$ cat src/rtl/hazard_pkg.sv
// hazard_pkg: shared types and helpers for the hazard scoreboard unit.
//   fwd_sel_t   - E-stage operand source select (regfile / W / M)
//   mc_state_t  - multi-cycle occupancy FSM states
//   reg_match() - register address compare that honours a hardwired register 0
package hazard_pkg;

  typedef enum logic [1:0] {
    FWD_REG = 2'b00,
    FWD_WB  = 2'b01,
    FWD_MEM = 2'b10
  } fwd_sel_t;

  typedef enum logic {
    IDLE    = 1'b0,
    MC_BUSY = 1'b1
  } mc_state_t;

  // Widest register address the compare helper accepts; callers zero-extend.
  localparam int ADDR_MAX_W = 32;

  // True when a and b name the same register; register 0 never matches when
  // it is hardwired, since writes to it are discarded.
  function automatic logic reg_match(input logic [ADDR_MAX_W-1:0] a,
                                     input logic [ADDR_MAX_W-1:0] b,
                                     input logic                  zero_en);
    logic hit_v;
    if (zero_en && (a == {ADDR_MAX_W{1'b0}})) begin
      hit_v = 1'b0;
    end else begin
      hit_v = (a == b);
    end
    return hit_v;
  endfunction

endpackage

$ cat src/rtl/hazard_scoreboard_unit_if.sv
// hazard_scoreboard_unit_if: pipeline <-> hazard unit signal bundle.
//   master modport: pipeline side (drives stage addresses/enables, receives
//                   stall/flush/forward controls and status)
//   slave modport : hazard unit side
interface hazard_scoreboard_unit_if #(
  parameter int ADDRESSWIDTH = 4,
  parameter int MAXLATENCY   = 8,
  parameter int COUNTWIDTH   = 16
);
  localparam int LATW = $clog2(MAXLATENCY + 1);

  logic [ADDRESSWIDTH-1:0] reg1ReadAddressD;
  logic [ADDRESSWIDTH-1:0] reg2ReadAddressD;
  logic [ADDRESSWIDTH-1:0] reg1ReadAddressE;
  logic [ADDRESSWIDTH-1:0] reg2ReadAddressE;
  logic [ADDRESSWIDTH-1:0] writeAddressE;
  logic [ADDRESSWIDTH-1:0] writeAddressM;
  logic [ADDRESSWIDTH-1:0] writeAddressW;
  logic                    writeEnableE;
  logic                    writeEnableM;
  logic                    writeEnableW;
  logic                    resultSelectorWBE;
  logic                    multiCycleE;
  logic [LATW-1:0]         latencyE;
  logic                    memAccessM;
  logic                    memReadyM;
  logic                    takeBranchE;

  logic [1:0]              data1ForwardSelectorE;
  logic [1:0]              data2ForwardSelectorE;
  logic                    stallF;
  logic                    stallD;
  logic                    stallE;
  logic                    stallM;
  logic                    flushD;
  logic                    flushE;
  logic                    flushM;
  logic                    flushW;
  logic                    mcBusy;
  logic [COUNTWIDTH-1:0]   stallCount;

  modport master (
    output reg1ReadAddressD, reg2ReadAddressD, reg1ReadAddressE, reg2ReadAddressE,
           writeAddressE, writeAddressM, writeAddressW,
           writeEnableE, writeEnableM, writeEnableW,
           resultSelectorWBE, multiCycleE, latencyE,
           memAccessM, memReadyM, takeBranchE,
    input  data1ForwardSelectorE, data2ForwardSelectorE,
           stallF, stallD, stallE, stallM,
           flushD, flushE, flushM, flushW,
           mcBusy, stallCount
  );

  modport slave (
    input  reg1ReadAddressD, reg2ReadAddressD, reg1ReadAddressE, reg2ReadAddressE,
           writeAddressE, writeAddressM, writeAddressW,
           writeEnableE, writeEnableM, writeEnableW,
           resultSelectorWBE, multiCycleE, latencyE,
           memAccessM, memReadyM, takeBranchE,
    output data1ForwardSelectorE, data2ForwardSelectorE,
           stallF, stallD, stallE, stallM,
           flushD, flushE, flushM, flushW,
           mcBusy, stallCount
  );
endinterface

$ cat src/rtl/hazard_scoreboard_unit_mc_latency_counter.sv
// mc_latency_counter: tracks how long a multi-cycle op still occupies E.
//   clk, rst    - clock, synchronous active-high reset
//   multi_cycle - E holds a multi-cycle op
//   latency     - requested occupancy in cycles (0 treated as 1, clamped to MAXLATENCY)
//   mem_stall   - M is waiting on memory; the op may not leave E meanwhile
//   mc_stall    - E must hold this cycle because the op is not yet finished
//   mc_busy     - FSM is in MC_BUSY
module mc_latency_counter
  import hazard_pkg::*;
#(
  parameter int MAXLATENCY = 8
) (
  input  logic                            clk,
  input  logic                            rst,
  input  logic                            multi_cycle,
  input  logic [$clog2(MAXLATENCY+1)-1:0] latency,
  input  logic                            mem_stall,
  output logic                            mc_stall,
  output logic                            mc_busy
);
  localparam int LATW = $clog2(MAXLATENCY + 1);

  mc_state_t       state_r;
  mc_state_t       state_nxt_s;
  logic [LATW-1:0] cnt_r;
  logic [LATW-1:0] cnt_nxt_s;
  logic [LATW-1:0] eff_lat_s;
  logic            mc_stall_s;

  // Effective latency: at least one cycle, at most MAXLATENCY.
  always_comb begin
    eff_lat_s = latency;
    if (latency == LATW'(0)) begin
      eff_lat_s = LATW'(1);
    end else if (latency > LATW'(MAXLATENCY)) begin
      eff_lat_s = LATW'(MAXLATENCY);
    end else begin
      eff_lat_s = latency;
    end
  end

  // Next-state and stall decode; cnt counts the E cycles still owed, the
  // trigger cycle already being the first of the L cycles.
  always_comb begin
    state_nxt_s = state_r;
    cnt_nxt_s   = cnt_r;
    mc_stall_s  = 1'b0;
    case (state_r)
      IDLE: begin
        if (multi_cycle && (eff_lat_s >= LATW'(2))) begin
          mc_stall_s  = 1'b1;
          cnt_nxt_s   = eff_lat_s - LATW'(1);
          state_nxt_s = MC_BUSY;
        end else begin
          cnt_nxt_s   = LATW'(0);
        end
      end
      MC_BUSY: begin
        if (cnt_r > LATW'(1)) begin
          mc_stall_s = 1'b1;
          cnt_nxt_s  = cnt_r - LATW'(1);
        end else if (mem_stall) begin
          // Final cycle blocked by memory: park at 1 until M drains.
          cnt_nxt_s  = LATW'(1);
        end else begin
          cnt_nxt_s   = LATW'(0);
          state_nxt_s = IDLE;
        end
      end
      default: begin
        cnt_nxt_s   = LATW'(0);
        state_nxt_s = IDLE;
      end
    endcase
  end

  // State and counter registers.
  always_ff @(posedge clk) begin
    if (rst) begin
      state_r <= IDLE;
      cnt_r   <= LATW'(0);
    end else begin
      state_r <= state_nxt_s;
      cnt_r   <= cnt_nxt_s;
    end
  end

  assign mc_stall = mc_stall_s;
  assign mc_busy  = (state_r == MC_BUSY);

endmodule

$ cat src/rtl/hazard_scoreboard_unit.sv
// hazard_scoreboard_unit: forwarding, load-use, branch flush, multi-cycle and
// memory-wait hazard control for a 5-stage F/D/E/M/W pipeline.
//   clk, rst - clock, synchronous active-high reset
//   hz       - slave side of hazard_scoreboard_unit_if: stage addresses and
//              enables in; operand forward selects, per-stage stall/flush,
//              mcBusy and the saturating stall-cycle counter out
module hazard_scoreboard_unit
  import hazard_pkg::*;
#(
  parameter int ADDRESSWIDTH = 4,
  parameter int MAXLATENCY   = 8,
  parameter int ZEROREG_EN   = 0,
  parameter int COUNTWIDTH   = 16
) (
  input logic                     clk,
  input logic                     rst,
  hazard_scoreboard_unit_if.slave hz
);
  localparam logic ZERO_EN = (ZEROREG_EN != 32'sd0);

  fwd_sel_t              fwd1_s;
  fwd_sel_t              fwd2_s;
  logic                  mem_stall_s;
  logic                  ld_stall_s;
  logic                  branch_s;
  logic                  mc_stall_s;
  logic                  mc_busy_s;
  logic                  stall_f_s;
  logic                  stall_d_s;
  logic                  stall_e_s;
  logic                  stall_m_s;
  logic                  flush_d_s;
  logic                  flush_e_s;
  logic                  flush_m_s;
  logic                  flush_w_s;
  logic [COUNTWIDTH-1:0] stall_count_r;

  function automatic logic hit(input logic [ADDRESSWIDTH-1:0] a,
                               input logic [ADDRESSWIDTH-1:0] b);
    return reg_match(ADDR_MAX_W'(a), ADDR_MAX_W'(b), ZERO_EN);
  endfunction

  mc_latency_counter #(
    .MAXLATENCY (MAXLATENCY)
  ) u_mc (
    .clk         (clk),
    .rst         (rst),
    .multi_cycle (hz.multiCycleE),
    .latency     (hz.latencyE),
    .mem_stall   (mem_stall_s),
    .mc_stall    (mc_stall_s),
    .mc_busy     (mc_busy_s)
  );

  // Operand forwarding: the younger result in M wins over W.
  always_comb begin
    fwd1_s = FWD_REG;
    fwd2_s = FWD_REG;
    if (rst) begin
      fwd1_s = FWD_REG;
      fwd2_s = FWD_REG;
    end else begin
      if (hz.writeEnableM && hit(hz.reg1ReadAddressE, hz.writeAddressM)) begin
        fwd1_s = FWD_MEM;
      end else if (hz.writeEnableW && hit(hz.reg1ReadAddressE, hz.writeAddressW)) begin
        fwd1_s = FWD_WB;
      end else begin
        fwd1_s = FWD_REG;
      end
      if (hz.writeEnableM && hit(hz.reg2ReadAddressE, hz.writeAddressM)) begin
        fwd2_s = FWD_MEM;
      end else if (hz.writeEnableW && hit(hz.reg2ReadAddressE, hz.writeAddressW)) begin
        fwd2_s = FWD_WB;
      end else begin
        fwd2_s = FWD_REG;
      end
    end
  end

  // Hazard sources; a memory wait freezes the whole pipe and masks the rest.
  always_comb begin
    mem_stall_s = hz.memAccessM & ~hz.memReadyM;
    ld_stall_s  = hz.writeEnableE & hz.resultSelectorWBE &
                  (hit(hz.reg1ReadAddressD, hz.writeAddressE) |
                   hit(hz.reg2ReadAddressD, hz.writeAddressE));
    branch_s    = hz.takeBranchE & ~mem_stall_s;
  end

  // Stall/flush composition, forced quiet while in reset.
  always_comb begin
    stall_f_s = 1'b0;
    stall_d_s = 1'b0;
    stall_e_s = 1'b0;
    stall_m_s = 1'b0;
    flush_d_s = 1'b0;
    flush_e_s = 1'b0;
    flush_m_s = 1'b0;
    flush_w_s = 1'b0;
    if (rst) begin
      stall_f_s = 1'b0;
    end else begin
      // A taken branch discards F/D anyway, so it releases their stalls.
      stall_f_s = mem_stall_s | ((ld_stall_s | mc_stall_s) & ~branch_s);
      stall_d_s = stall_f_s;
      stall_e_s = mem_stall_s | mc_stall_s;
      stall_m_s = mem_stall_s;
      flush_d_s = branch_s;
      flush_e_s = branch_s | (ld_stall_s & ~mem_stall_s);
      flush_m_s = mc_stall_s & ~mem_stall_s;
      flush_w_s = mem_stall_s;
    end
  end

  // Saturating count of fetch-stall cycles.
  always_ff @(posedge clk) begin
    if (rst) begin
      stall_count_r <= {COUNTWIDTH{1'b0}};
    end else if (stall_f_s && (stall_count_r != {COUNTWIDTH{1'b1}})) begin
      stall_count_r <= stall_count_r + {{(COUNTWIDTH-1){1'b0}}, 1'b1};
    end else begin
      stall_count_r <= stall_count_r;
    end
  end

  assign hz.data1ForwardSelectorE = fwd1_s;
  assign hz.data2ForwardSelectorE = fwd2_s;
  assign hz.stallF     = stall_f_s;
  assign hz.stallD     = stall_d_s;
  assign hz.stallE     = stall_e_s;
  assign hz.stallM     = stall_m_s;
  assign hz.flushD     = flush_d_s;
  assign hz.flushE     = flush_e_s;
  assign hz.flushM     = flush_m_s;
  assign hz.flushW     = flush_w_s;
  assign hz.mcBusy     = mc_busy_s;
  assign hz.stallCount = stall_count_r;

endmodule
$ cat src/flat_wrapper.sv
// flat-port wrapper written by rule: the top's interface ports become plain ports
module hazard_scoreboard_unit_flat import hazard_pkg::*;
#(
  parameter int ADDRESSWIDTH = 4,
  parameter int MAXLATENCY   = 8,
  parameter int ZEROREG_EN   = 0,
  parameter int COUNTWIDTH   = 16
)
  (clk, rst, hz_reg1ReadAddressD, hz_reg2ReadAddressD, hz_reg1ReadAddressE, hz_reg2ReadAddressE, hz_writeAddressE, hz_writeAddressM, hz_writeAddressW, hz_writeEnableE, hz_writeEnableM, hz_writeEnableW, hz_resultSelectorWBE, hz_multiCycleE, hz_latencyE, hz_memAccessM, hz_memReadyM, hz_takeBranchE, hz_data1ForwardSelectorE, hz_data2ForwardSelectorE, hz_stallF, hz_stallD, hz_stallE, hz_stallM, hz_flushD, hz_flushE, hz_flushM, hz_flushW, hz_mcBusy, hz_stallCount);
  hazard_scoreboard_unit_if #(.ADDRESSWIDTH(ADDRESSWIDTH), .MAXLATENCY(MAXLATENCY), .COUNTWIDTH(COUNTWIDTH)) hz_i ();
  input logic clk;
  input logic rst;
  input wire logic [$bits(hz_i.reg1ReadAddressD)-1:0] hz_reg1ReadAddressD;
  input wire logic [$bits(hz_i.reg2ReadAddressD)-1:0] hz_reg2ReadAddressD;
  input wire logic [$bits(hz_i.reg1ReadAddressE)-1:0] hz_reg1ReadAddressE;
  input wire logic [$bits(hz_i.reg2ReadAddressE)-1:0] hz_reg2ReadAddressE;
  input wire logic [$bits(hz_i.writeAddressE)-1:0] hz_writeAddressE;
  input wire logic [$bits(hz_i.writeAddressM)-1:0] hz_writeAddressM;
  input wire logic [$bits(hz_i.writeAddressW)-1:0] hz_writeAddressW;
  input wire logic [$bits(hz_i.writeEnableE)-1:0] hz_writeEnableE;
  input wire logic [$bits(hz_i.writeEnableM)-1:0] hz_writeEnableM;
  input wire logic [$bits(hz_i.writeEnableW)-1:0] hz_writeEnableW;
  input wire logic [$bits(hz_i.resultSelectorWBE)-1:0] hz_resultSelectorWBE;
  input wire logic [$bits(hz_i.multiCycleE)-1:0] hz_multiCycleE;
  input wire logic [$bits(hz_i.latencyE)-1:0] hz_latencyE;
  input wire logic [$bits(hz_i.memAccessM)-1:0] hz_memAccessM;
  input wire logic [$bits(hz_i.memReadyM)-1:0] hz_memReadyM;
  input wire logic [$bits(hz_i.takeBranchE)-1:0] hz_takeBranchE;
  output wire logic [$bits(hz_i.data1ForwardSelectorE)-1:0] hz_data1ForwardSelectorE;
  output wire logic [$bits(hz_i.data2ForwardSelectorE)-1:0] hz_data2ForwardSelectorE;
  output wire logic [$bits(hz_i.stallF)-1:0] hz_stallF;
  output wire logic [$bits(hz_i.stallD)-1:0] hz_stallD;
  output wire logic [$bits(hz_i.stallE)-1:0] hz_stallE;
  output wire logic [$bits(hz_i.stallM)-1:0] hz_stallM;
  output wire logic [$bits(hz_i.flushD)-1:0] hz_flushD;
  output wire logic [$bits(hz_i.flushE)-1:0] hz_flushE;
  output wire logic [$bits(hz_i.flushM)-1:0] hz_flushM;
  output wire logic [$bits(hz_i.flushW)-1:0] hz_flushW;
  output wire logic [$bits(hz_i.mcBusy)-1:0] hz_mcBusy;
  output wire logic [$bits(hz_i.stallCount)-1:0] hz_stallCount;
  assign hz_i.reg1ReadAddressD = hz_reg1ReadAddressD;
  assign hz_i.reg2ReadAddressD = hz_reg2ReadAddressD;
  assign hz_i.reg1ReadAddressE = hz_reg1ReadAddressE;
  assign hz_i.reg2ReadAddressE = hz_reg2ReadAddressE;
  assign hz_i.writeAddressE = hz_writeAddressE;
  assign hz_i.writeAddressM = hz_writeAddressM;
  assign hz_i.writeAddressW = hz_writeAddressW;
  assign hz_i.writeEnableE = hz_writeEnableE;
  assign hz_i.writeEnableM = hz_writeEnableM;
  assign hz_i.writeEnableW = hz_writeEnableW;
  assign hz_i.resultSelectorWBE = hz_resultSelectorWBE;
  assign hz_i.multiCycleE = hz_multiCycleE;
  assign hz_i.latencyE = hz_latencyE;
  assign hz_i.memAccessM = hz_memAccessM;
  assign hz_i.memReadyM = hz_memReadyM;
  assign hz_i.takeBranchE = hz_takeBranchE;
  assign hz_data1ForwardSelectorE = hz_i.data1ForwardSelectorE;
  assign hz_data2ForwardSelectorE = hz_i.data2ForwardSelectorE;
  assign hz_stallF = hz_i.stallF;
  assign hz_stallD = hz_i.stallD;
  assign hz_stallE = hz_i.stallE;
  assign hz_stallM = hz_i.stallM;
  assign hz_flushD = hz_i.flushD;
  assign hz_flushE = hz_i.flushE;
  assign hz_flushM = hz_i.flushM;
  assign hz_flushW = hz_i.flushW;
  assign hz_mcBusy = hz_i.mcBusy;
  assign hz_stallCount = hz_i.stallCount;
  hazard_scoreboard_unit #(.ADDRESSWIDTH(ADDRESSWIDTH), .MAXLATENCY(MAXLATENCY), .ZEROREG_EN(ZEROREG_EN), .COUNTWIDTH(COUNTWIDTH)) u_core (.clk(clk), .rst(rst), .hz(hz_i));
endmodule
$ cat config.mk
export PLATFORM = sky130hd
export DESIGN_NAME = hazard_scoreboard_unit_flat
export DESIGN_NICKNAME = d
export VERILOG_FILES = /design/src/rtl/hazard_pkg.sv /design/src/rtl/hazard_scoreboard_unit_if.sv /design/src/rtl/hazard_scoreboard_unit_mc_latency_counter.sv /design/src/rtl/hazard_scoreboard_unit.sv /design/src/flat_wrapper.sv
export SDC_FILE = /design/constraint.sdc
export NUM_CORES = 1
export LEC_CHECK = 0
export ABC_AREA = 1
export BUFFER_PORTS_ARGS = -buffer_cell sky130_fd_sc_hd__buf_2
export CAP_MARGIN = 20
export CORE_AREA = 3 3 63 65
export CTS_CLUSTER_DIAMETER = 50
export DETAILED_ROUTE_END_ITERATION = 12
export DIE_AREA = 0 0 66 68
export MAX_ROUTING_LAYER = met4
export PLACE_DENSITY = 0.86
export SYNTH_ARGS = -nofsm -noshare
export SYNTH_HDL_FRONTEND = slang
export SYNTH_SLANG_ARGS = --single-unit
$ cat constraint.sdc
create_clock -name clk -period 3.3 [get_ports clk]
set_input_delay 0.33 -clock clk [delete_from_list [all_inputs] [get_ports clk]]
set_output_delay 0.33 -clock clk [all_outputs]
set_load 0.03 [all_outputs]
# Yosys cells after proc, flatten, opt, wreduce, memory -nomap -nowiden
# Index checks and enable logic that the tools add are counted.
[totals] word_cells=69 inputBits=42 out_inout_bits=29 ff_bits=21
[op_classes] add_sub_neg=3 n_eq_ne=7 order_cmp=3 n_reduce_logical=7 mux=30 bitwise=16
[ops] cell="4-bit equality test" count=6
[ops] cell="1-bit two-way mux" count=19
[ops] cell="16-bit by 1-bit adder with 16-bit output, second input constant" count=1
[ops] cell="4-bit two-way mux" count=4
[ops] cell="16-bit != test, second input constant" count=1
[ops] cell="2-bit two-way mux" count=4
[ops] cell="4-bit case mux with 2 select lines" count=1
[ops] cell="4-bit by 1-bit subtractor with 4-bit output, second input constant" count=2
[ops] cell="1-bit AND" count=7
[ops] cell="1-bit logical AND" count=6
[ops] cell="1-bit OR" count=5
[ops] cell="4-bit by 2-bit greater-or-equal comparator with 1-bit output, second input constant" count=1
[ops] cell="4-bit by 1-bit greater-than comparator with 1-bit output, second input constant" count=1
[ops] cell="4-bit greater-than comparator, second input constant" count=1
[ops] cell="4-bit zero test" count=1
[ops] cell="1-bit inverter" count=4
[ops] cell="1-bit case mux with 2 select lines" count=2

# Longest topological paths before layout
# Gate-level depths: netlist of the first run.
[depth] ltp_word=12 depth_mapped=12 mapped_depth_nobuf=12

# By module
# A second synthesis of the first run with hierarchy kept.
[unflattened] hier_cells=306 area_unflattened_um2=1923.1
[by_module_without_submodules] module="hazard_scoreboard_unit" area_per_inst_um2=1580.3 instances=1 cells_per_inst=256 seq_area_each_um2=320.3
[by_module_without_submodules] module="mc_latency_counter" area_per_inst_um2=342.8 instances=1 cells_per_inst=50 seq_area_each_um2=100.1

# Least setup slack after synthesis of the first run
# No wires, ideal clock.
[synth_path] path_type="input to output" startpoint="in hz_memAccessM" endpoint="out hz_stallF" required_time_ns=2.970 t_arrival_ns=2.177 path_buffers=2 cell_stages=7 path_slack_ns=0.793 cell_sequence="inv_1 -> nor2_1 -> inv_1 -> a21oi_4 -> buf_2 -> a21boi_0 -> buf_4"
[synth_between] elab_chain_len=7
[synth_rtl] element="start, declared" line_no="flat_wrapper.sv:26" rtl="input wire logic [$bits(hz_i.memAccessM)-1:0] hz_memAccessM;"
[synth_rtl] element="1-bit AND (*)" line_no="hazard_scoreboard_unit.sv:82" rtl="mem_stall_s = hz.memAccessM & ~hz.memReadyM;"
[synth_rtl] element="1-bit inverter" line_no="hazard_scoreboard_unit.sv:86" rtl="branch_s = hz.takeBranchE & ~mem_stall_s;"
[synth_rtl] element="1-bit AND" line_no="hazard_scoreboard_unit.sv:86"
[synth_rtl] element="1-bit inverter" line_no="hazard_scoreboard_unit.sv:103" rtl="stall_f_s = mem_stall_s | ((ld_stall_s | mc_stall_s) & ~branch_s);"
[synth_rtl] element="1-bit AND" line_no="hazard_scoreboard_unit.sv:103"
[synth_rtl] element="1-bit OR (*)" line_no="hazard_scoreboard_unit.sv:103"
[synth_rtl] element="1-bit two-way mux (*)"
[synth_rtl] element="end, declared" line_no="flat_wrapper.sv:31" rtl="output wire logic [$bits(hz_i.stallF)-1:0] hz_stallF;"
# Every way passes the cells marked *; elsewhere a longest branch is shown, timed or not.

# Worst setup path after layout of the first run
[layout_path] startpoint="reg u_core.u_mc.cnt_r[0]" endpoint="out hz_stallD"
[layout_between] elab_chain_len=7
[layout_rtl] element="start, declared" line_no="hazard_scoreboard_unit_mc_latency_counter.sv:25" rtl="logic [LATW-1:0] cnt_r;"
[layout_rtl] element="start signal, assigned" line_no="hazard_scoreboard_unit_mc_latency_counter.sv:84" rtl="cnt_r <= cnt_nxt_s;"
[layout_rtl] element="4-bit by 1-bit greater-than comparator with 1-bit output" line_no="hazard_scoreboard_unit_mc_latency_counter.sv:59" rtl="if (cnt_r > LATW'(1)) begin"
[layout_rtl] element="1-bit two-way mux" line_no="hazard_scoreboard_unit_mc_latency_counter.sv:59"
[layout_rtl] element="1-bit case mux with 2 select lines" line_no="hazard_scoreboard_unit_mc_latency_counter.sv:48" rtl="case (state_r)"
[layout_rtl] element="1-bit OR" line_no="hazard_scoreboard_unit.sv:103"
[layout_rtl] element="1-bit AND" line_no="hazard_scoreboard_unit.sv:103"
[layout_rtl] element="1-bit OR" line_no="hazard_scoreboard_unit.sv:103"
[layout_rtl] element="1-bit two-way mux" line_no="hazard_scoreboard_unit.sv:99" rtl="if (rst) begin"
[layout_rtl] element="end, declared" line_no="flat_wrapper.sv:32" rtl="output wire logic [$bits(hz_i.stallD)-1:0] hz_stallD;"
# No other way between the ends.

==> run_results.csv, run 1 <==
group,metric,value,unit
cells_and_area,syn2layout_area_growth,21.2,%
logic_synthesis,synth_cell_type_count,39,
logic_synthesis,synth_fp_nets,333,
routing,drt_pass1_iterations,4,
power_and_ir_drop,pwr_density_cell,261,mW/mm²
logic_synthesis,synth_area,0.00181,mm²
logic_synthesis,synth.largest_area_cell,"dfxtp_1",
logic_synthesis,synthAdderAreaFrac,2.08,%
logic_synthesis,synth_area_leaders,"dfxtp_1, nand2_1, inv_1, nor2_1, nand4_1",
logic_synthesis,synth-edff-count,0,
logic_synthesis,syn_area_per_cell,6.27,µm²
timing,hold_viol,0,
logic_synthesis,synth_top_area_share,23.3,%
floorplanning,die_h,68,µm
cts,ctsHtreeMaxLevel,1,
cts,numCtsBuffers,3,
routing,postRouteAntennaNets,0,
routing,wl_per_cell,11.3,µm
cts,insertion_delay,0.30,ns
cells_and_area,fillers,322,
cts,cts_buffer_depth,2,
logic_synthesis,ys.flop_type,"dfxtp_1",
cells_and_area,regArea,420,µm²
logic_synthesis,synth.area.mux_share,0,%
placed_design,place_hpwl,3610,µm
global_route,grt_pass1_wl,7140,µm
floorplanning,core-area,0.00339,mm²
floorplanning,dieArea,0.00449,mm²
critical_path,start_kind,"register",
critical_path,cp_max_fo,4,
logic_synthesis,synth-seq-cells,21,
floorplanning,core.rowCount,21,
cts,numClockSinks,21,
power_and_ir_drop,ir_drop,0.000124,V
cts,path_clk_slew,0.12,ns
logic_synthesis,synth_cells,288,
cells_and_area,multi_input_area,0.00117,mm²
run_status,status,"finished, final reports clean",
logic_synthesis,synth_compound_area_share,15.7,%
cells_and_area,insertedDiodeCount,0,
global_route,grt.total_usage,20.3,%
critical_path,crit_type,"reg -> out",
logic_synthesis,async_flop_share,0,%
logic_synthesis,yosys.cell_count.top_type,"nand2_1",
critical_path,timing.critical_path.required,2.97,ns
power_and_ir_drop,leakagePower,0.00111,µW
cts,post_cts_resize_count,0,
timing,max_freq,425,MHz
logic_synthesis,synthXorXnorAreaFrac,7.76,%
critical_path,end_kind,"output port",
timing,rsz0062_at_grt,"no",
cells_and_area,layout-drive-gt1-share,26.0,%
timing,maxSlewHeadroom,66.4,%
cts,ctsHoldBuffers,0,
worst_hold_path,hp-class,"in -> reg",
run,max_cap_violations,0,
timing,finalSetupTns,0,ns
timing,setup_slack,0.944,ns
floorplanning,start_util,53.3,%
cts,root_buffer,"clkbuf_4",
cts,cts_tree,"yes",
logic_synthesis,synth_top_family_by_area,"simple AND/OR/NAND/NOR gates",
routing,routed_via_density,5.08,
cts,post-cts-setup-buffers,0,
placed_design,dpl_worst_slack,1.22,ns
floorplanning,die_x,66,µm
logic_synthesis,synthTopCellsByCount,"nand2_1, inv_1, nor2_1, dfxtp_1, nand4_1",
timing,finalSetupViolCount,0,
logic_synthesis,synthSimpleGateAreaFrac,39.4,%
global_route,antenna_found_initial,0,
routing,drc_errors,0,
global_route,grt_overflow_total,0,
cells_and_area,layout.nets,400,
global_route,grt_pass1_vias,1707,
routing,drt_iter0_drc,142,
timing,worst_clock_skew,0.00422,ns
critical_path,crit_arrival,2.03,ns
routing,wl,4520,µm
timing,final.min_clock_period,2.36,ns
logic_synthesis,ys.warnings.count,0,
timing,tightest_slew,0.503,ns
timing,fin_crit_sh,71.4,%
floorplanning,io_pins,71,
placed_design,io_buffers,70,
logic_synthesis,yosysSeqAreaShare,23.3,%
global_route,grt_max_degree,23,
placed_design,gp_congestion,0.858,
routing,via_count,2031,
timing,drv_slew,0,
## flip-flops by register name, summed over array words and instances (netlist names)
register	flops
u_core.u_mc.cnt_r	4
u_core.u_mc.mc_busy	1
u_core.hz.stallCount	16
## cell type report
| class | count | share of cell area (%) |
|---|---|---|
| multi-input combinational | 216 | 53.5 |
| sequential | 21 | 19.2 |
| timing repair buffer | 70 | 16.0 |
| inverter | 43 | 7.37 |
| tap | 46 | 2.63 |
| clock buffer | 3 | 1.03 |
| clock inverter | 1 | 0.229 |
## worst paths after layout
check / depth (start not counted) / slack [ns] / start / to
worst max-delay path: 8 / 0.94 / u_core.u_mc.cnt_r[0]$_SDFF_PP0_ / hz_stallD
worst min-delay path: 3 / 0.32 / hz_latencyE[3] / u_core.u_mc.cnt_r[2]$_SDFF_PP0_
worst max register to register: 10 / 1.26 / u_core.u_mc.cnt_r[0]$_SDFF_PP0_ / u_core.hz.stallCount[3]$_SDFFE_PP0P_
worst min register to register: 2 / 0.51 / u_core.hz.stallCount[12]$_SDFFE_PP0P_ / u_core.hz.stallCount[12]$_SDFFE_PP0P_
## metal layers
layer | GRT usage, % | share of wire [%] | vias up
li1 | - | - | 1066
met1 | 23.8 | 44 | 906
met2 | 36.9 | 50 | 55
met3 | 2.63 | 5.2 | 4
met4 | 5.08 | 0.93 | 0
met5 | - | 0 | -
## cell usage in the layout, fill, tap and decap left out, drive strengths merged
cell / n
nand2: 80
buf: 70
inv: 43
nor2: 36
dfxtp: 21
a21oi: 20
nand4: 15
xnor2: 10
nand3: 10
o22ai: 6
xor2: 6
nor3: 6
o21ai: 5
and2: 3
ha: 3
clkbuf: 3
nand3b: 3
a221oi: 2
nor4: 2
a31oi: 2
a21boi: 2
o2bb2ai: 1
o221ai: 1
o21bai: 1
a22o: 1
and3: 1
clkinv: 1
## stage by stage
step	area [µm²]	hold WS [ns]	cells	util (%)	power (µW)
finish	2190	0.317	400	64.6	572
global route	2190	0.329	400	64.6	609
CTS	2190	0.313	400	64.6	575
detailed placement	2160	0.498	396	63.8	452
global placement	2160	0.500	396	63.8	448
floorplan	1810	0.485	288	-	397
## cell families (layout without fill, tap and decap cells)
kind of cell,Yosys count,after routing
fa+ha+maj,3,3
simple gates,156,156
buf+inv,51,117
xor+xnor,16,16
compound gates,41,41
flops,21,21
## critical path: stages, from the launching register on
cell and delay [ns]:
dfxtp_1 0.40, inv_1 0.07, ha_1 0.21, o21ai_1 0.24, nand2_1 0.11, nand2_1 0.12, nor2_2 0.06, a21boi_0 0.26
buf_2 0.25
## where the power goes
part | total (µW) | switching [µW] | leakage, µW | internal [µW]
Combinational | 177 | 113 | 0.000923 | 64.6
Sequential | 270 | 8.61 | 0.000170 | 261
Clock | 124 | 79.4 | 0.0000177 | 45.1
(Power assumes the default switching activity.)
==> run 2: changes to the inputs <==
--- a/config.mk
+++ b/config.mk
@@ -5,15 +5,15 @@
 export SDC_FILE = /design/constraint.sdc
 export NUM_CORES = 1
 export LEC_CHECK = 0
-export ABC_AREA = 1
+export ABC_AREA = 0
 export BUFFER_PORTS_ARGS = -buffer_cell sky130_fd_sc_hd__buf_2
 export CAP_MARGIN = 20
-export CORE_AREA = 3 3 63 65
+export CORE_AREA = 3 3 65 67
 export CTS_CLUSTER_DIAMETER = 50
 export DETAILED_ROUTE_END_ITERATION = 12
-export DIE_AREA = 0 0 66 68
+export DIE_AREA = 0 0 68 70
 export MAX_ROUTING_LAYER = met4
-export PLACE_DENSITY = 0.86
+export PLACE_DENSITY = 0.76
 export SYNTH_ARGS = -nofsm -noshare
 export SYNTH_HDL_FRONTEND = slang
 export SYNTH_SLANG_ARGS = --single-unit
==> constraint.sdc (replaced) <==
create_clock -name clk -period 2 [get_ports clk]
set_input_delay 0.2 -clock clk [delete_from_list [all_inputs] [get_ports clk]]
set_output_delay 0.2 -clock clk [all_outputs]
set_load 0.03 [all_outputs]
==> run 2 against run 1 <==
Compared with the run above: setup slack worse by 0.88 ns; final cell count is 23% lower; clock-buffer cell count stayed put; die area is 6.1% higher; flip-flop and latch count stayed put; wire length is 12% lower; sequential share of layout area is 1.6 points higher.
==> run_results.csv, run 2 <==
group,metric,value,unit
power_and_ir_drop,ir_drop,0.000238,V
logic_synthesis,ys.warnings.count,0,
routing,topRoutingLayerUsed,"met4",
cts,cts_tree,"yes",
cts,numClockSinks,21,
logic_synthesis,synth_fp_nets,230,
logic_synthesis,yosys.cell_count.top_type,"xor2_1",
cells_and_area,insertedDiodeCount,0,
power_and_ir_drop,seqPwrFrac,44.0,%
run,max_cap_violations,0,
logic_synthesis,synth_area,0.00153,mm²
power_and_ir_drop,leakagePower,0.000962,µW
timing,fin_crit_sh,96.6,%
cts,numCtsBuffers,3,
timing,hold_viol,0,
logic_synthesis,synth_cell_type_count,45,
critical_path,worstReg2RegStart,"u_core.u_mc.cnt_r[0]$_SDFF_PP0_",
critical_path,rr_worst_depth,7,
routing,drc_errors,0,
routing,drt_iter0_drc,88,
global_route,grt_max_degree,21,
global_route,grt_pass1_wl,6590,µm
logic_synthesis,synth_area_leaders,"dfxtp_1, xor2_1, a21oi_1, nor3_1, and3_1",
run_status,status,"finished, final reports clean",
floorplanning,die_h,70,µm
placed_design,dp_cells,306,
worst_hold_path,min_from,"rst",
routing,via_count,1585,
power_and_ir_drop,switching_power,311,µW
floorplanning,start_util,41.4,%
floorplanning,io_pins,71,
critical_path,start_kind,"register",
cts,cts_buffer_depth,2,
cells_and_area,stdcell_count,310,
worst_hold_path,hp-class,"in -> reg",
cts,path_clk_slew,0.07,ns
worst_hold_path,hold_depth,2,
logic_synthesis,syn_area_per_cell,8.24,µm²
cells_and_area,layout.nets,308,
timing,finalSetupViolCount,0,
global_route,grt_pass1_vias,1549,
timing,tightest_slew,0.306,ns
critical_path,end_kind,"output port",
power_and_ir_drop,clkPwrFrac,27.4,%
routing,wl_met1,1690,µm
logic_synthesis,synth-edff-count,0,
logic_synthesis,synth-seq-cells,21,
cells_and_area,utilization,55.3,%
floorplanning,core.rowCount,22,
cts,post-cts-setup-buffers,0,
logic_synthesis,ys.flop_type,"dfxtp_1",
timing,max_freq,518,MHz
global_route,grt.total_usage,17.6,%
routing,postRouteAntennaNets,0,
routing,routed_via_density,5.11,
cells_and_area,mostFrequentLayoutCells,"buf_2, xor2_1, dfxtp_1",
power_and_ir_drop,pwr_density_cell,493,mW/mm²
cells_and_area,final_common_cell,"buf_2",
routing,wl_per_cell,12.8,µm
placed_design,io_buffers,70,
power_and_ir_drop,swShare,31.0,%
cells_and_area,layout-drive-gt1-share,38.5,%
floorplanning,dieArea,0.00476,mm²
critical_path,crit_type,"reg -> out",
floorplanning,die_x,68,µm
worst_hold_path,hold_path_end,"u_core.u_mc.cnt_r[1]$_SDFF_PP0_",
routing,drt_pass1_iterations,4,
cts,ctsHtreeMaxLevel,1,
placed_design,gp_congestion,0.884,
logic_synthesis,yosysSeqAreaShare,27.6,%
floorplanning,core-area,0.00369,mm²
logic_synthesis,synth_cells,185,
cells_and_area,syn2layout_area_growth,33.6,%
critical_path,cp_max_fo,5,
timing,worst_clock_skew,0.00456,ns
routing,met3_wirelength,146,µm
logic_synthesis,synth.largest_area_cell,"dfxtp_1",
power_and_ir_drop,power_frac_comb,28.6,%
routing,wl_met2,2100,µm
critical_path,rr_endpoint,"u_core.hz.stallCount[12]$_SDFFE_PP0P_",
global_route,antenna_found_initial,0,
critical_path,timing.critical_path.required,1.80,ns
cts,insertion_delay,0.26,ns
timing,final.min_clock_period,1.93,ns
global_route,grt_overflow_total,0,
logic_synthesis,async_flop_share,0,%
critical_path,crit_arrival,1.73,ns
placed_design,place_hpwl,3210,µm
power_and_ir_drop,p_int,693,µW
timing,drv_slew,0,
routing,wl,3980,µm
critical_path,r2r_slack,0.16,ns
timing,maxSlewHeadroom,79.5,%
cells_and_area,largest_reg_flops,16,
logic_synthesis,synth_top_area_share,27.6,%
cts,root_buffer,"clkbuf_8",
logic_synthesis,synthTopCellsByCount,"xor2_1, dfxtp_1, a21oi_1, nor2_1, nand2_1",
## run 2: timing repair
| action | in CTS | in global routing |
|---|---|---|
| setup endpoints to repair | 0 | 5 |
| gates resized for setup | 0 | 5 |
| hold buffers | 0 | 0 |
## run 2: cells by family (layout without fill, tap and decap cells)
| group | count (synthesis) | count (layout) | share of synthesized area, % |
|---|---|---|---|
| DFF | 21 | 21 | 27.6 |
| xor gates and xnor gates | 27 | 27 | 15.5 |
| adders and majority gates | 3 | 3 | 2.46 |
| and+or+nand+nor | 77 | 77 | 29.5 |
| AOI/OAI and AO/OA | 36 | 36 | 16.2 |
| muxes | 6 | 6 | 4.10 |
| buffers and inverters | 15 | 92 | 4.68 |
## run 2: how the worst max path moves through the flow
stage          slack, ns  depth (start not counted)                       startpoint                               endpoint
6_report            0.07                          6  u_core.u_mc.cnt_r[0]$_SDFF_PP0_                              hz_stallF
5_1_grt           -0.008                          6  u_core.u_mc.cnt_r[0]$_SDFF_PP0_                              hz_stallD
4_1_cts             0.01                          6  u_core.u_mc.cnt_r[0]$_SDFF_PP0_                              hz_stallD
3_5_place_dp        0.14                          7  u_core.u_mc.cnt_r[0]$_SDFF_PP0_   u_core.hz.stallCount[9]$_SDFFE_PP0P_
3_3_place_gp        0.17                          7              hz_writeAddressE[2]  u_core.hz.stallCount[12]$_SDFFE_PP0P_
2_1_floorplan      0.007                          7  u_core.u_mc.cnt_r[0]$_SDFF_PP0_  u_core.hz.stallCount[12]$_SDFFE_PP0P_
## run 2: final cells by class
| cell class | instances | area (µm²) |
|---|---|---|
| fill | 370 | 1650 |
| sequential | 21 | 424 |
| clock inverter | 1 | 5.00 |
| inverter | 7 | 26.3 |
| multi-input combinational | 149 | 1050 |
| clock buffer | 3 | 41.3 |
| tap | 48 | 60.1 |
| timing repair buffer | 81 | 435 |
## run 2: layer usage
metal,vias to the layer above,GRT usage (%)
met4,0,3.09
met2,35,30.1
met5,-,-
li1,815,-
met3,4,2.89
met1,731,21.6
## run 2: metrics by stage
stage                     total power, µW  setup TNS (ns)  setup WS, ns  instance area (µm²)  hold slack, ns
after global placement                728               0         0.173                 1980           0.469
final                                1000               0        0.0679                 2040           0.294
after floorplan                       622               0       0.00674                 1530           0.384
after global routing                 1060         -0.0153      -0.00809                 2040           0.325
after CTS                            1010               0        0.0124                 2020           0.292
after detailed placement              732               0         0.136                 1980           0.484
## run 2: worst max-delay path, stage by stage, from the launching register on
cell	delay (ns)
dfxtp_2	0.34
inv_1	0.07
ha_2	0.19
o21ai_2	0.07
a221o_1	0.34
o21ba_2	0.27
buf_2	0.18
## run 2: power groups by stage
stage / clock network, µW / logic [µW] / registers (µW)
global placement: 0 / 277 / 451
floorplan: 0 / 161 / 461
global route: 300 / 317 / 444
finish: 275 / 287 / 442
CTS: 284 / 283 / 441
detailed placement: 0 / 281 / 451
==> run 3: changes to the inputs <==
--- a/config.mk
+++ b/config.mk
@@ -12,8 +12,10 @@
 export CTS_CLUSTER_DIAMETER = 50
 export DETAILED_ROUTE_END_ITERATION = 12
 export DIE_AREA = 0 0 68 70
+export GPL_TIMING_DRIVEN = 0
 export MAX_ROUTING_LAYER = met4
 export PLACE_DENSITY = 0.76
+export REMOVE_ABC_BUFFERS = 1
 export SYNTH_ARGS = -nofsm -noshare
 export SYNTH_HDL_FRONTEND = slang
 export SYNTH_SLANG_ARGS = --single-unit
==> run 3 against run 2 <==
Compared with the run above: critical path depth unchanged; utilization shrank 1.2 points; register-to-register slack got worse by 0.04 ns; largest cell class unchanged.
==> run_results.csv, run 3 (synthesis results as in run 2) <==
group,metric,value,unit
timing,final.min_clock_period,1.91,ns
cts,ctsHtreeMaxLevel,1,
routing,postRouteAntennaNets,0,
critical_path,worstReg2RegStart,"u_core.hz.stallCount[12]$_SDFFE_PP0P_",
floorplanning,io_pins,71,
global_route,grt_max_degree,35,
timing,fin_crit_sh,95.3,%
critical_path,cpMaxStageDelayCell,"dfxtp_2",
critical_path,r2r_slack,0.12,ns
floorplanning,start_util,41.4,%
critical_path,critical_path_buf_inv_count,2,
timing,drv_slew,0,
worst_hold_path,hp-class,"in -> reg",
critical_path,crit_type,"reg -> out",
critical_path,crit_arrival,1.71,ns
floorplanning,die_h,70,µm
placed_design,gp_congestion,0.787,
routing,wl,3770,µm
routing,routed_via_density,5.18,
global_route,grt_pass1_wl,5760,µm
timing,maxSlewHeadroom,59.9,%
cells_and_area,largest_reg_flops,16,
cells_and_area,final_common_cell,"buf_2",
critical_path,cp_max_fo,5,
cells_and_area,layout.nets,300,
floorplanning,dieArea,0.00476,mm²
critical_path,rr_worst_depth,6,
routing,drt_pass1_iterations,4,
cts,cts_tree,"yes",
routing,wl_per_cell,12.5,µm
routing,drt_iter0_drc,47,
floorplanning,core.rowCount,22,
timing,worst_clock_skew,0.00485,ns
cells_and_area,mostFrequentLayoutCells,"buf_2, xor2_1, dfxtp_1",
cts,numClockSinks,21,
routing,drc_errors,0,
critical_path,cp_top_family,"compound AO/OA/AOI/OAI gates",
routing,via_count,1563,
timing,hold_viol,0,
critical_path,start_kind,"register",
power_and_ir_drop,leakagePower,0.000932,µW
global_route,grt_pass1_vias,1396,
cts,root_buffer,"clkbuf_8",
worst_hold_path,min_from,"hz_memReadyM",
placed_design,io_buffers,70,
critical_path,rr_endpoint,"u_core.hz.stallCount[9]$_SDFFE_PP0P_",
critical_path,crit_chain,"inv_1, ha_2, o21ai_2, a221o_1, o21ba_2, clkbuf_4",
floorplanning,core-area,0.00369,mm²
worst_hold_path,hold_path_end,"u_core.u_mc.mc_busy$_SDFF_PP0_",
critical_path,timing.critical_path.required,1.80,ns
cts,numCtsBuffers,3,
cts,path_clk_slew,0.08,ns
timing,finalSetupViolCount,0,
global_route,grt_overflow_total,0,
run_status,status,"finished, final reports clean",
cells_and_area,layout-drive-gt1-share,36.6,%
cts,insertion_delay,0.26,ns
cells_and_area,fin_area,0.00199,mm²
cells_and_area,fillers,380,
critical_path,end_kind,"output port",
placed_design,placed_area,0.00189,mm²
power_and_ir_drop,pwr_density_cell,504,mW/mm²
worst_hold_path,hold_depth,4,
global_route,grt.total_usage,15.0,%
floorplanning,die_x,68,µm
critical_path,cpPeakStageDelay,0.34,ns
placed_design,place_hpwl,2790,µm
power_and_ir_drop,power.total,1000,µW
cells_and_area,syn2layout_area_growth,30.7,%
timing,tightest_slew,0.601,ns
timing,max_freq,525,MHz
run,max_cap_violations,0,
global_route,antenna_found_initial,0,
cts,cts_buffer_depth,2,
power_and_ir_drop,ir_drop,0.000330,V
cells_and_area,insertedDiodeCount,0,
-- run 3: where the power goes --
| part | total (µW) | internal, µW | switching, µW | leakage (µW) |
|---|---|---|---|---|
| sequential | 445 | 431 | 14.4 | 0.000172 |
| clock | 279 | 142 | 137 | 0.0000228 |
| combinational | 280 | 121 | 160 | 0.000738 |
| total | 1000 | 693 | 311 | 0.000932 |
-- run 3: what timing repair did --
item / in CTS / in global routing
gates cloned: 0 / 0
hold buffers: 0 / 0
setup endpoints to repair: 20 / 6
gates resized for setup: 3 / 9
pin swaps: 2 / 3
buffers inserted: 2 / 1
-- run 3: how the worst max path moves through the flow --
stage | from | cells past startpoint | slack, ns | end
3_3_place_gp | u_core.u_mc.cnt_r[0]$_SDFF_PP0_ | 7 | -0.25 | u_core.hz.stallCount[9]$_SDFFE_PP0P_
5_1_grt | u_core.hz.stallCount[1]$_SDFFE_PP0P_ | 7 | -0.003 | u_core.hz.stallCount[9]$_SDFFE_PP0P_
6_report | u_core.u_mc.cnt_r[0]$_SDFF_PP0_ | 6 | 0.09 | hz_stallD
3_5_place_dp | u_core.u_mc.cnt_r[0]$_SDFF_PP0_ | 7 | -0.28 | u_core.hz.stallCount[9]$_SDFFE_PP0P_
4_1_cts | u_core.u_mc.cnt_r[0]$_SDFF_PP0_ | 6 | 0.03 | hz_stallD
2_1_floorplan | u_core.u_mc.cnt_r[0]$_SDFF_PP0_ | 7 | -0.26 | u_core.hz.stallCount[12]$_SDFFE_PP0P_
-- run 3: final cells by class --
cell class | count | area [µm²] | share of cell area [%]
Sequential cell | 21 | 425 | 21.3
Multi-Input combinational cell | 149 | 1060 | 53.1
Inverter | 7 | 26.3 | 1.32
Clock buffer | 4 | 45.0 | 2.26
Timing Repair Buffer | 73 | 378 | 19.0
Tap cell | 48 | 60.1 | 3.01
-- run 3: worst reg2reg max path: cells and delay by family, from the launching register on --
kind	cells	cell delay, ns
and+or+nand+nor	3	0.57
muxes	1	0.33
AOI/OAI and AO/OA	2	0.53
DFF	1	0.33
-- run 3: metal layers --
metal,wire length [µm],vias to the layer above,global-route usage (%)
li1,-,802,-
met1,1630,694,18.1
met2,1740,65,25.8
met3,389,2,4.18
met4,9,0,0.662
met5,0,-,-
-- run 3: stage by stage --
step / TNS (ns) / hold WS [ns] / worst slack (ns) / instances / utilization [%]
2_1_floorplan: -0.512 / 0.262 / -0.258 / 177 / -
3_3_place_gp: -0.909 / 0.472 / -0.250 / 295 / 51.3
3_5_place_dp: -1.27 / 0.479 / -0.278 / 295 / 51.3
4_1_cts: 0 / 0.293 / 0.0333 / 301 / 53.1
5_1_grt: -0.00270 / 0.307 / -0.00270 / 302 / 54.0
6_report: 0 / 0.299 / 0.0942 / 302 / 54.0
